$ cat config.mk
export PLATFORM = sky130hd
export DESIGN_NAME = crack_ctrl
export DESIGN_NICKNAME = d
export VERILOG_FILES = /design/src/rtl/crack_ctrl.sv
export SDC_FILE = /design/constraint.sdc
export NUM_CORES = 1
export LEC_CHECK = 0
export CAP_MARGIN = 20
export CORE_MARGIN = 2
export CORE_UTILIZATION = 46
export DETAILED_ROUTE_END_ITERATION = 16
export PLACE_DENSITY_LB_ADDON = 0.1
export SLEW_MARGIN = 15
export SYNTH_ARGS = -nofsm -noshare
export SYNTH_HDL_FRONTEND = slang
export SYNTH_SLANG_ARGS = --single-unit
$ cat constraint.sdc
create_clock -name clk -period 2.73 [get_ports clk]
set_clock_uncertainty 0.15 [all_clocks]
set_input_delay 0.819 -clock clk [delete_from_list [all_inputs] [get_ports clk]]
set_output_delay 0.819 -clock clk [all_outputs]
set_load 0.01 [all_outputs]
$ cat src/rtl/crack_ctrl.sv
// crack_ctrl: brute-force key search sequencer. Steps a 24-bit key through
// [KEY_START, KEY_MAX] in KEY_STEP increments, launches the downstream ARC4
// decryptor once per key, snoops its plaintext writes and stops at the first
// key whose plaintext is entirely printable ASCII (8'h20..8'h7E).
module crack_ctrl #(
    parameter logic [23:0] KEY_START = 24'h000000,
    parameter logic [23:0] KEY_STEP  = 24'h000001,
    parameter logic [23:0] KEY_MAX   = 24'hFFFFFF
) (
    input  logic        clk,
    input  logic        rst,
    input  logic        en,
    output logic        rdy,
    output logic [23:0] key,
    output logic        key_valid,
    output logic        arc4_en,
    input  logic        arc4_rdy,
    output logic [23:0] arc4_key,
    input  logic [7:0]  pt_addr,
    input  logic [7:0]  pt_wrdata,
    input  logic        pt_wren,
    output logic [24:0] keys_tried
);

    typedef enum logic [2:0] {
        S_IDLE,
        S_LAUNCH,
        S_WAIT_BUSY,
        S_WAIT_DONE,
        S_CHECK,
        S_DONE
    } state_t;

    localparam logic [24:0] TRIED_SAT = 25'h1000000;

    state_t      state_q, state_d;
    logic [23:0] arc4_key_q, arc4_key_d;
    logic [23:0] key_q, key_d;
    logic        key_valid_q, key_valid_d;
    logic        fail_q, fail_d;
    logic [24:0] keys_tried_q, keys_tried_d;

    logic        pt_bad;
    logic [24:0] next_sum;

    // Byte 0 is the length prefix, so it is exempt from the printable test.
    assign pt_bad   = pt_wren && (pt_addr != 8'h00) &&
                      ((pt_wrdata < 8'h20) || (pt_wrdata > 8'h7E));
    // Carry bit kept so a key step past 24'hFFFFFF terminates instead of wrapping.
    assign next_sum = {1'b0, arc4_key_q} + {1'b0, KEY_STEP};

    // Next-state and Moore/Mealy outputs of the search sequencer.
    always_comb begin
        state_d      = state_q;
        arc4_key_d   = arc4_key_q;
        key_d        = key_q;
        key_valid_d  = key_valid_q;
        fail_d       = fail_q;
        keys_tried_d = keys_tried_q;
        arc4_en      = 1'b0;
        rdy          = 1'b0;
        case (state_q)
            S_IDLE, S_DONE: begin
                rdy = 1'b1;
                if (en) begin
                    arc4_key_d   = KEY_START;
                    keys_tried_d = '0;
                    key_valid_d  = 1'b0;
                    fail_d       = 1'b0;
                    state_d      = S_LAUNCH;
                end
            end
            S_LAUNCH: begin
                // Start pulse only fires once the decryptor can take it.
                arc4_en = arc4_rdy;
                if (arc4_rdy) state_d = S_WAIT_BUSY;
            end
            S_WAIT_BUSY: begin
                if (pt_bad) fail_d = 1'b1;
                if (!arc4_rdy) state_d = S_WAIT_DONE;
            end
            S_WAIT_DONE: begin
                if (pt_bad) fail_d = 1'b1;
                if (arc4_rdy) begin
                    if (keys_tried_q != TRIED_SAT) keys_tried_d = keys_tried_q + 25'd1;
                    state_d = S_CHECK;
                end
            end
            S_CHECK: begin
                if (!fail_q) begin
                    key_d       = arc4_key_q;
                    key_valid_d = 1'b1;
                    state_d     = S_DONE;
                end else if (next_sum <= {1'b0, KEY_MAX}) begin
                    arc4_key_d = next_sum[23:0];
                    fail_d     = 1'b0;
                    state_d    = S_LAUNCH;
                end else begin
                    key_d       = '0;
                    key_valid_d = 1'b0;
                    state_d     = S_DONE;
                end
            end
            default: state_d = S_IDLE;
        endcase
    end

    // State and datapath registers; reset abandons any search in flight.
    always_ff @(posedge clk or posedge rst) begin
        if (rst) begin
            state_q      <= S_IDLE;
            arc4_key_q   <= KEY_START;
            key_q        <= '0;
            key_valid_q  <= 1'b0;
            fail_q       <= 1'b0;
            keys_tried_q <= '0;
        end else begin
            state_q      <= state_d;
            arc4_key_q   <= arc4_key_d;
            key_q        <= key_d;
            key_valid_q  <= key_valid_d;
            fail_q       <= fail_d;
            keys_tried_q <= keys_tried_d;
        end
    end

    assign key        = key_q;
    assign key_valid  = key_valid_q;
    assign arc4_key   = arc4_key_q;
    assign keys_tried = keys_tried_q;

endmodule

==> impl_metrics.ini, run 1 <==
[worst_setup_path]
reg2reg_slack_ns = -0.02
worstRegToRegCells = 10
critical_path.top_delay_family = simple AND/OR/NAND/NOR gates
crit_cells = 10
crit_slowest_cell = or4_4
cp_cell_sequence = buf_6, nand3_4, or4_4, nor3_4, xnor2_2, nor4_2, and3_4, o21ai_4, clkbuf_16, a22o_1
critical_path_buf_inv_count = 2
slowest_delay_ns = 0.58
critPathKind = register to register
crit_arrival_ns = 2.86
required_ns = 2.84
r2r-start = arc4_key[9]$_DFFE_PP0P_
crit_path_end_kind = register
crit_path_start_kind = register
rr_endpoint = key[13]$_DFFE_PP0P_
critPathMaxFanout = 8

[placed_design]
globalplace.congestion = 0.912
dp.cells = 705
dpl.hpwl_um = 8790
portBuffers = 96

[global_routing]
antenna_found_initial = 0
overflow = 0
grt_max_degree = 79
grt_pass1_wl_um = 20200
grt_pass1_vias = 4088
track_usage_pct = 25.2

[sta]
grt_setup_unrepaired = true
layout_setup_ws_ns = -0.0202
layout_worst_path_cycle_share_pct = 101
fin_crit_ns = 2.75
hold_violations = 0
setup-violations-final = 10
tightest_slew_ns = 0.623
slew_violations = 0
setup-tns-final_ns = -0.103
fmax_mhz = 364
max-slew-margin-rel_pct = 58.3
hold_ws_ns = 0.354

[clock_tree]
clk_pin_slew_ns = 0.08
cts_tree = done
root_buffer = clkbuf_8
cts_hold_buf = 0
htree_num_levels = 3
clk_path_buf_depth = 2
cts_sinks = 78
cts_made_buffers = 9
insertion_delay_ns = 0.36

[hold_path]
hp-class = register to register
holdPathStages = 1
min_from = key[15]$_DFFE_PP0P_
hold_end = key[15]$_DFFE_PP0P_

[run]
maxCapViolations = 0

[die]
dieArea_um2 = 10200
die_w_um = 101
initial_core_util_pct = 47.1
core-area_um2 = 9150
num_io_pins = 97
rows = 35
dieHeight_um = 101

[run_status]
violations = negative setup slack
outcome = finished, violations left

[yosys]
synth_warnings = 0
synth.largest_area_cell = dfrtp_1
synth_cell_types = 58
synth_top_cell_area_share_pct = 45.3
syn_inst = 464
synth.avg_cell_area_um2 = 9.29
ys_seq_area_share_pct = 45.3
async_flop_share_pct = 100
ys_top_cells_by_area = dfrtp_1, a22o_1, nor2_1
yosys_most_used_dff = dfrtp_1
syn_area_um2 = 4310
ys_seq_elements = 78
synth_fp_nets = 489
synth-edff-count = 0

[route]
drtAntennaViolNets = 0
routedWlPerCell_um = 17.5
vias = 4376
drc = 0
drt_iter0_drc = 265
drt_first_pass_iters = 5
wl_um = 12800
viasPerCell = 5.95

[power]
total_power_w = 0.00351
p_per_area_nw_per_um2 = 551
p_leak_nw = 2.71
ir_drop_mv = 0.292

[finish]
area_growth_pct = 47.7
layout.cells.non_filler = 735
diodes = 0
nets = 645
utilization_pct = 69.5
drive_gt1_share_pct = 22.8
## power by group
| part | internal [W] | switching [W] |
|---|---|---|
| sequential | 0.00127 | 0.000123 |
| combinational | 0.000544 | 0.000630 |
| clock | 0.000511 | 0.000431 |
| total | 0.00232 | 0.00118 |
## layer usage
metal  wire length [um]  share of wire, %  track usage (%)
met5                  0                 0                0
met4                136               1.1             7.69
met3                866               6.8             5.06
met2               5850                46             38.6
met1               5980                47             36.1
## worst max path at each step
stage	end	startpoint
floorplan	key[7]$_DFFE_PP0P_	arc4_key[1]$_DFFE_PP0P_
global placement	arc4_en	arc4_rdy
detailed placement	arc4_en	arc4_rdy
CTS	key[17]$_DFFE_PP0P_	arc4_key[0]$_DFFE_PP0P_
global route	key[8]$_DFFE_PP0P_	arc4_key[9]$_DFFE_PP0P_
finish	key[13]$_DFFE_PP0P_	arc4_key[9]$_DFFE_PP0P_
## cells by family after synthesis
kind of cell / share of synthesized area, %
simple gates: 22.1
compound gates: 20.5
flops: 45.3
buf+inv: 4.99
xor+xnor: 5.69
fa+ha+maj: 1.16
mux: 0.261
## cells in the mapped netlist, types with 12 or more instances
library cell,count
nor2_1,47
xnor2_1,16
clkbuf_1,19
a21oi_1,15
a22o_1,24
o21ai_0,35
o31ai_1,14
inv_1,12
nand4_1,15
nor3_1,12
xor2_1,12
nand2_1,31
dfrtp_1,78
nand3_1,22
## final cells by class
class                      instances  area, um2
inverter                          12       48.8
tap                              111        139
clock buffer                      11        131
fill                             705       2790
clock inverter                     4       73.8
sequential                        78       1960
multi-input combinational        339       2330
timing repair buffer             180       1680
## per-stage QoR
stage	cell area [um2]	worst slack, ns
after floorplan	4360	-0.175
after global placement	5840	-0.297
after detailed placement	5840	-0.321
after CTS	6120	-0.0190
after global routing	6360	-0.0974
final	6360	-0.0202
## sequential cells by signal, summed over array words and instances (netlist names)
signal and count:
arc4_key 24, key 24, key_valid 1, state_q 3, fail_q 1, keys_tried 25
## what timing repair did
action                     4_1_cts  5_1_grt
setup buffers                    4       10
setup endpoints to repair       50       72
resized for setup               13       33
pin swaps                        7       12
gates cloned                     0        1
## cell usage in the layout (no fill, tap or decap), types with 9 or more instances in the layout
cell type / n
buf_6: 10
clkbuf_8: 9
dfrtp_1: 72
nand3_1: 18
clkdlybuf4s50_1: 95
o21ai_0: 35
o31ai_1: 14
buf_4: 70
nand4_1: 15
and3_1: 11
xor2_1: 11
a21oi_1: 14
a22o_1: 24
a31oi_1: 9
nor3_1: 10
nand2_1: 30
nor2_1: 44
xnor2_1: 15
inv_1: 11
No activity file was read; power rests on OpenSTA's default activity.
==> run 2, diff against run 1 <==
--- a/config.mk
+++ b/config.mk
@@ -6,8 +6,10 @@
 export NUM_CORES = 1
 export LEC_CHECK = 0
 export CAP_MARGIN = 20
+export CORE_ASPECT_RATIO = 1.4
 export CORE_MARGIN = 2
 export CORE_UTILIZATION = 46
+export CTS_CLUSTER_DIAMETER = 40
 export DETAILED_ROUTE_END_ITERATION = 16
 export PLACE_DENSITY_LB_ADDON = 0.1
 export SLEW_MARGIN = 15
==> run 2 against run 1 <==
  * The flow finishes with violations (design-rule violations)
  * Worst hold slack got worse by 0.0018 ns
  * Count of clock-buffer cells in the layout down 1
  * Flip-flop and latch count stayed put
  * Wire length down 3.6%
  * Clock power increased by 24%
==> impl_metrics.ini, run 2 (synthesis results as in run 1) <==
[worst_setup_path]
crit_path_start_kind = register
crit_path_end_kind = register
reg2reg_slack_ns = 0.06
crit_arrival_ns = 2.74
required_ns = 2.80
critPathKind = register to register
critPathMaxFanout = 21
r2r-start = arc4_key[3]$_DFFE_PP0P_
rr_endpoint = key[14]$_DFFE_PP0P_
worstRegToRegCells = 9

[route]
wl_met2_um = 6540
routedWlPerCell_um = 17.2
viasPerCell = 5.91
met1_length_um = 4910
drtAntennaViolNets = 0
drc = 5
drt_first_pass_iters = 13
drt_iter0_drc = 348
wl_um = 12400
wl_met3_um = 578
vias = 4253
top_layer_used = met4

[clock_tree]
cts_hold_buf = 0
cts_sinks = 78
htree_num_levels = 3
cts_made_buffers = 9
clk_pin_slew_ns = 0.06
clk_path_buf_depth = 2
cts_tree = done
insertion_delay_ns = 0.33
root_buffer = clkbuf_16

[sta]
grt_setup_unrepaired = true
tightest_slew_ns = 0.630
layout_setup_ws_ns = 0.0576
slew_violations = 0
fmax_mhz = 374
fin_crit_ns = 2.67
setup-violations-final = 0
hold_violations = 0
max-slew-margin-rel_pct = 57.9
layout_worst_path_cycle_share_pct = 97.9

[global_routing]
track_usage_pct = 25.1
antenna_found_initial = 0
grt_max_degree = 79
grt_pass1_vias = 4227
grt_pass1_wl_um = 20500
overflow = 0

[placed_design]
dp.cells = 701
pre_cts_slack_ns = -0.403
globalplace.congestion = 0.933
portBuffers = 96
dpl.hpwl_um = 8800

[power]
p_per_area_nw_per_um2 = 600
ir_drop_mv = 0.390
p_leak_nw = 2.65

[finish]
area_growth_pct = 45.0
drive_gt1_share_pct = 19.7
nets = 633
largest_register_ffs = 25
utilization_pct = 68.8
diodes = 0
final_common_cell = clkdlybuf4s50_1
layout.cells.non_filler = 720
mostFrequentLayoutCells = clkdlybuf4s50_1, dfrtp_1, buf_4

[die]
initial_core_util_pct = 47.5
core-area_um2 = 9080
num_io_pins = 97
dieHeight_um = 119
dieArea_um2 = 10200
rows = 41
die_w_um = 85.8

[hold_path]
hold_end = key[7]$_DFFE_PP0P_
holdPathStages = 1
hp-class = register to register
min_from = key[7]$_DFFE_PP0P_

[run]
maxCapViolations = 0

[run_status]
outcome = finished, violations left
violations = design-rule violations
[run 2: cell count changes in the layout (fill, tap and decap cells not counted), sizes merged]
| cell | delta |
|---|---|
| buf | -11 |
| clkinvlp | +3 |
| clkbuf | -2 |
| bufinv | -1 |
[run 2: worst max path at each step]
stage / from / endpoint / slack, ns / cells past startpoint
2_1_floorplan: arc4_key[1]$_DFFE_PP0P_ / key[7]$_DFFE_PP0P_ / -0.17 / 12
3_3_place_gp: arc4_rdy / arc4_en / -0.29 / 4
3_5_place_dp: arc4_rdy / arc4_en / -0.40 / 4
4_1_cts: arc4_key[0]$_DFFE_PP0P_ / arc4_key[2]$_DFFE_PP0P_ / 0.008 / 10
5_1_grt: arc4_key[0]$_DFFE_PP0P_ / key[13]$_DFFE_PP0P_ / -0.04 / 10
6_report: arc4_key[3]$_DFFE_PP0P_ / key[14]$_DFFE_PP0P_ / 0.06 / 9
[run 2: per-stage QoR]
step / hold WS (ns) / instance area, um2 / TNS [ns] / total power [W]
after global placement: 0.336 / 5850 / -7.02 / 0.00253
after CTS: 0.357 / 6160 / 0 / 0.00374
after global routing: 0.365 / 6250 / -0.480 / 0.00394
final: 0.352 / 6250 / 0 / 0.00375
after floorplan: 0.377 / 4360 / -3.93 / 0.00199
after detailed placement: 0.340 / 5850 / -8.83 / 0.00256
[run 2: what timing repair did]
action,4_1_cts,5_1_grt
gates cloned,0,0
setup endpoints to repair,47,63
setup buffers,1,2
resized for setup,9,16
pin swaps,5,6
[run 2: worst max-delay path, cell delays in order (launching register included)]
cell     delay [ns]
dfrtp_1        0.42
nand3_1        0.14
or4_4          0.57
nor3_4         0.14
xnor2_1        0.10
nor4_2         0.32
and3_4         0.25
o21ai_4        0.07
buf_12         0.16
a22o_1         0.24
[run 2: routing by layer]
layer,vias to the layer above,global-route usage [%]
met3,31,5.24
li1,2005,-
met5,-,0
met4,0,10.9
met1,2070,29.5
met2,147,43.5
[run 2: layout make-up]
cell class,count,area (um2)
clock buffers,10,229
clock inverters,6,62.6
fillers,748,2830
inverters,12,48.8
multi-input cells,339,2260
flip-flops and latches,78,1960
well taps,107,134
repair buffers,168,1550
[run 2: power by group]
group / switching, W / internal (W)
Combinational: 0.000641 / 0.000555
Clock: 0.000467 / 0.000704
Sequential: 0.000115 / 0.00127
Total: 0.00122 / 0.00253
==> variant 1 (flow settings as in run 2) <==
Take the reset off `key_q` and `keys_tried_q` and load them in a clocked block of their own.
--- a/src/rtl/crack_ctrl.sv
+++ b/src/rtl/crack_ctrl.sv
@@ -111,16 +111,17 @@
             state_q      <= S_IDLE;
             arc4_key_q   <= KEY_START;
-            key_q        <= '0;
             key_valid_q  <= 1'b0;
             fail_q       <= 1'b0;
-            keys_tried_q <= '0;
         end else begin
             state_q      <= state_d;
             arc4_key_q   <= arc4_key_d;
-            key_q        <= key_d;
             key_valid_q  <= key_valid_d;
             fail_q       <= fail_d;
-            keys_tried_q <= keys_tried_d;
         end
+    end
+
+    always_ff @(posedge clk) begin
+        key_q        <= key_d;
+        keys_tried_q <= keys_tried_d;
     end
 
Behaviour: differs if rst is asserted again (counterexample within 10 cycles, from zero or initial values and one cycle with rst high); with rst held inactive, the same outputs for 10 cycles.
==> variant 1 against run 2 <==
The flow finishes with violations (setup timing). Setup slack worse by 0.24 ns. Wire length is 17% higher. Cell area is 15% higher. Area after synthesis is 5.7% higher. Non-clock buffer count is 41 higher. Total power is 39% higher. Hold slack better by 0.057 ns. Sequential cell count stayed put.
==> variant 1: results (changes against run 2) <==
* Nonclk inv count at 17 (+5)
* Final standard cell count with taps included and fillers excluded at 801 (+11%)
* Gates resized, CTS repair at 61 (+52)
* Nets at 686 (+8.4%)
* Met1 Use GR at 33.8% (+4.3 points)
* 1st-pass router iterations at 5 (-8)
* Non-clk buf share at 27.9% (+3.0 points)
* Number of sequential storage elements at 78 (unchanged)
* Synth cell count leaders: sky130_fd_sc_hd__edfxtp_1 (49), sky130_fd_sc_hd__nor2_1 (48), sky130_fd_sc_hd__nand2_1 (46)
* Reg2Reg Depth at 8 (-1)
* Cell depth of the worst min-delay path at 2 (+1)
* Clock buffer and inverter area fraction after layout at 4.23% (-0.44 points)
* Data arrival at the endpoint of the critical path at 2.99 ns (+0.25 ns)
* Mean cell area of the mapped netlist at 9.55 sq um (+2.8%)
* DP Worst Slack at -0.403 ns (+0.00000500 ns)
* Wire length of the first global-routing pass at 23200 microns (+13%)
* Routed length on met2 at 7650 microns (+17%)
* Top cells by area in the synthesized netlist: sky130_fd_sc_hd__edfxtp_1 (32%), sky130_fd_sc_hd__dfrtp_1 (16%), sky130_fd_sc_hd__nand3_1 (4.0%), sky130_fd_sc_hd__nor2_1 (4.0%), sky130_fd_sc_hd__nand2_1 (3.8%)
* Worst relative slew slack at 46.5% (-11 points)
* Per-cell routed wire length at 18.1 microns (+5.3%)
* Global placer's final weighted congestion at 0.906 (-2.9%)
* Register cell area after layout at 0.00221 sq mm (+13%)
* Met3 global-route usage at 5.01% (-0.22 points)
* Postcts setup bufs at 11 (+10)
* Worst min path class: reg -> reg
* Worst Slack Setup Final at -0.181 ns (-0.238 ns)
* Via total after detailed routing at 4482 (+5.4%)
* Fillers at 751 (+0.40%)
* Met3 layer wire length in the routed design at 636 microns (+10%)
* Leading register cell type out of synthesis: sky130_fd_sc_hd__edfxtp_1
* Area of the multi-input gates at 0.00243 sq mm (+7.5%)
* Maximum number of pins on one net before global-route repair at 30 (-62%)
* Failing checks: setup timing
* Post-Synthesis Cell Area at 0.00455 sq mm (+5.7%)
* Synthesized Nets at 502 (+2.7%)
* Reg-to-reg startpoint: arc4_key[4]$_DFFE_PP0P_
* Maximum cell stage delay along the critical path at 0.66 ns (+0.09 ns)
* GRT Total Usage at 28.8% (+3.7 points)
* Leakage Power at 2.76 nW (+4.3%)
* Number of non-clock buffers in the layout at 209 (+24%)
* Synthesized netlist cell count at 477 (+2.8%)
* Count of final setup violators at 50 (+50)
* Number of enable flip-flop cells after synthesis at 49 (+49)
* HPWL after detailed placement at 10300 microns (+17%)
* Status: finished with violations
* Layout cell share with drive strength beyond 1 at 30.3% (+11 points)
* Final sum of negative setup slack at -6.62 ns (-6.62 ns)
* Vias in the first global route at 4515 (+6.8%)
* Share of flip-flops with an asynchronous set or reset after synthesis at 37.2% (-63 points)
* M2 GR Usage at 49.4% (+5.9 points)
* Peak fanout along the critical path at 5 (-76%)
* End of the worst register-to-register path: arc4_key[16]$_DFFE_PP0P_
-- variant 1: cell types whose count changed in the layout (fill, tap and decap cells not counted), sizes merged, moves of 7 or more --
cell,change
edfxtp,+49
o31ai,-11
buf,+40
o21ai,-21
a22o,-24
nand3,+13
nor4,+7
inv,+9
nor2b,+14
nand2,+15
nor3,+7
dfrtp,-49
-- variant 1: kinds of logic after synthesis --
family	count (synthesis)	share of synthesized area, %
buffers and inverters	53	5.03
AOI/OAI and AO/OA	73	11.8
adders and majority gates	4	1.10
xor gates and xnor gates	25	4.81
muxes	3	0.687
DFF	78	48.3
and+or+nand+nor	241	28.3
-- variant 1: metrics by stage --
stage / instance area, sq um / hold WS (ns)
after floorplan: 4690 / 0.413
after global placement: 6400 / 0.385
after detailed placement: 6400 / 0.399
after CTS: 7120 / 0.415
after global routing: 7190 / 0.498
final: 7190 / 0.410
-- variant 1: where the power goes --
part           internal [mW]  switching [mW]  leakage [nW]
sequential              1.63           0.365         0.848
clock                  0.718           0.515         0.139
combinational          0.949            1.02          1.78
==> variant 2 (flow settings as in run 2) <==
Made on the original files. The 6 states of `state_t` get a Gray code encoding in 3 bits.
--- a/src/rtl/crack_ctrl.sv
+++ b/src/rtl/crack_ctrl.sv
@@ -24,10 +24,10 @@
 
     typedef enum logic [2:0] {
-        S_IDLE,
-        S_LAUNCH,
-        S_WAIT_BUSY,
-        S_WAIT_DONE,
-        S_CHECK,
-        S_DONE
+        S_IDLE      = 3'b000,
+        S_LAUNCH    = 3'b001,
+        S_WAIT_BUSY = 3'b011,
+        S_WAIT_DONE = 3'b010,
+        S_CHECK     = 3'b110,
+        S_DONE      = 3'b111
     } state_t;
 
Behaviour: same outputs for any inputs over 10 cycles, from zero or initial values and one cycle with rst high; not proved beyond that.
==> variant 2 against run 2 <==
The run ends with setup timing left. Maximum frequency is 6.6% lower. Total power is 7.5% higher. Wire length is 0.15% higher. Sequential cell count stayed put. Cell area is 2.3% higher. Core utilization is 0.49 points lower. Setup slack worse by 0.19 ns. Combinational power is 15% higher. Synthesized cell count is 3.9% lower. Area after synthesis is 1.1% higher. Via count is 3.5% lower.
==> variant 2: results (changes against run 2) <==
* Status: finished with violations
* Failing checks: setup timing
* Slowest stage cell, crit path: sky130_fd_sc_hd__or4b_4
* Per-cell routed wire length at 17.2 microns (-0.12%)
* Maximum cell stage delay along the critical path at 0.49 ns (-0.08 ns)
* Max rail drop VDD at 0.414 mV (+6.3%)
* Worst setup endpoint: arc4_key[12]$_DFFE_PP0P_
* Count of routing violations after the opening detailed-route iteration at 205 (-41%)
* Worst Max-Slew Pin Slew at 0.475 ns (-0.155 ns)
* Adder-cell share of the synthesized area at 1.15% (-0.013 points)
* Sequential-to-total area share from yosys stat at 44.8% (-0.51 points)
* Worst Slack Setup Final at -0.132 ns (-0.190 ns)
* Post-synthesis mux area share at 0% (-0.26 points)
* Reg power frac at 34.0% (-2.9 points)
* Synthesized Nets at 471 (-3.7%)
* Switching power at 1.29 mW (+5.4%)
* Postcts setup bufs at 8 (+7)
* Vias in the first global route at 4234 (+0.17%)
* 1st-pass router iterations at 5 (-8)
* Count of final setup violators at 48 (+48)
* Xor and xnor fraction of the mapped netlist area at 4.42% (-1.3 points)
* Wire length of the first global-routing pass at 20300 microns (-0.98%)
* DP Worst Slack at -0.406 ns (-0.00291 ns)
* Top cells by area in the synthesized netlist: sky130_fd_sc_hd__dfrtp_1 (45%), sky130_fd_sc_hd__a22o_1 (4.6%), sky130_fd_sc_hd__nand2_1 (3.9%), sky130_fd_sc_hd__nor2_1 (3.8%), sky130_fd_sc_hd__o21ai_0 (3.0%)
* Netlist cell types at 60 (+3.4%)
## variant 2: cell types whose count changed after synthesis, moves of 5 or more
cell | before | now
sky130_fd_sc_hd__nand2_1 | 31 | 45
sky130_fd_sc_hd__clkbuf_1 | 19 | 7
sky130_fd_sc_hd__o22a_1 | 0 | 10
sky130_fd_sc_hd__o21ai_0 | 35 | 26
sky130_fd_sc_hd__o31ai_1 | 14 | 5
sky130_fd_sc_hd__buf_2 | 10 | 2
sky130_fd_sc_hd__a31oi_1 | 10 | 3
sky130_fd_sc_hd__o41ai_1 | 7 | 0
sky130_fd_sc_hd__a21oi_1 | 15 | 9
sky130_fd_sc_hd__nor3_1 | 12 | 18
sky130_fd_sc_hd__clkbuf_8 | 0 | 5
sky130_fd_sc_hd__inv_1 | 12 | 17
sky130_fd_sc_hd__or4_1 | 5 | 0
## variant 2: layout make-up
cell class                      count  area share [%]
Sequential cell                    78            30.6
Timing Repair Buffer              177            26.4
Clock buffer                       12            3.86
Clock inverter                      4            1.10
Multi-Input combinational cell    324            34.9
Inverter                           17            1.06
Tap cell                          110            2.15
## variant 2: through the flow
stage          hold WS (ns)  cell area, sq um
6_report              0.343              6390
5_1_grt               0.357              6390
3_5_place_dp          0.332              5710
2_1_floorplan         0.368              4400
4_1_cts               0.351              6290
3_3_place_gp          0.315              5710
## variant 2: routing by layer
metal / routed length (microns) / up-vias / share of wire, % / global-route usage [%]
met2: 6650 / 122 / 54 / 43.8
met4: 445 / 0 / 3.6 / 11.3
met1: 4790 / 2008 / 39 / 28.7
met5: 0 / - / 0 / 0
li1: - / 1939 / - / -
met3: 499 / 37 / 4.0 / 5.47
## variant 2: cell families after synthesis
group | after synthesis
adders and majority gates | 4
AOI/OAI and AO/OA | 104
xor gates and xnor gates | 22
DFF | 78
buffers and inverters | 44
and+or+nand+nor | 194
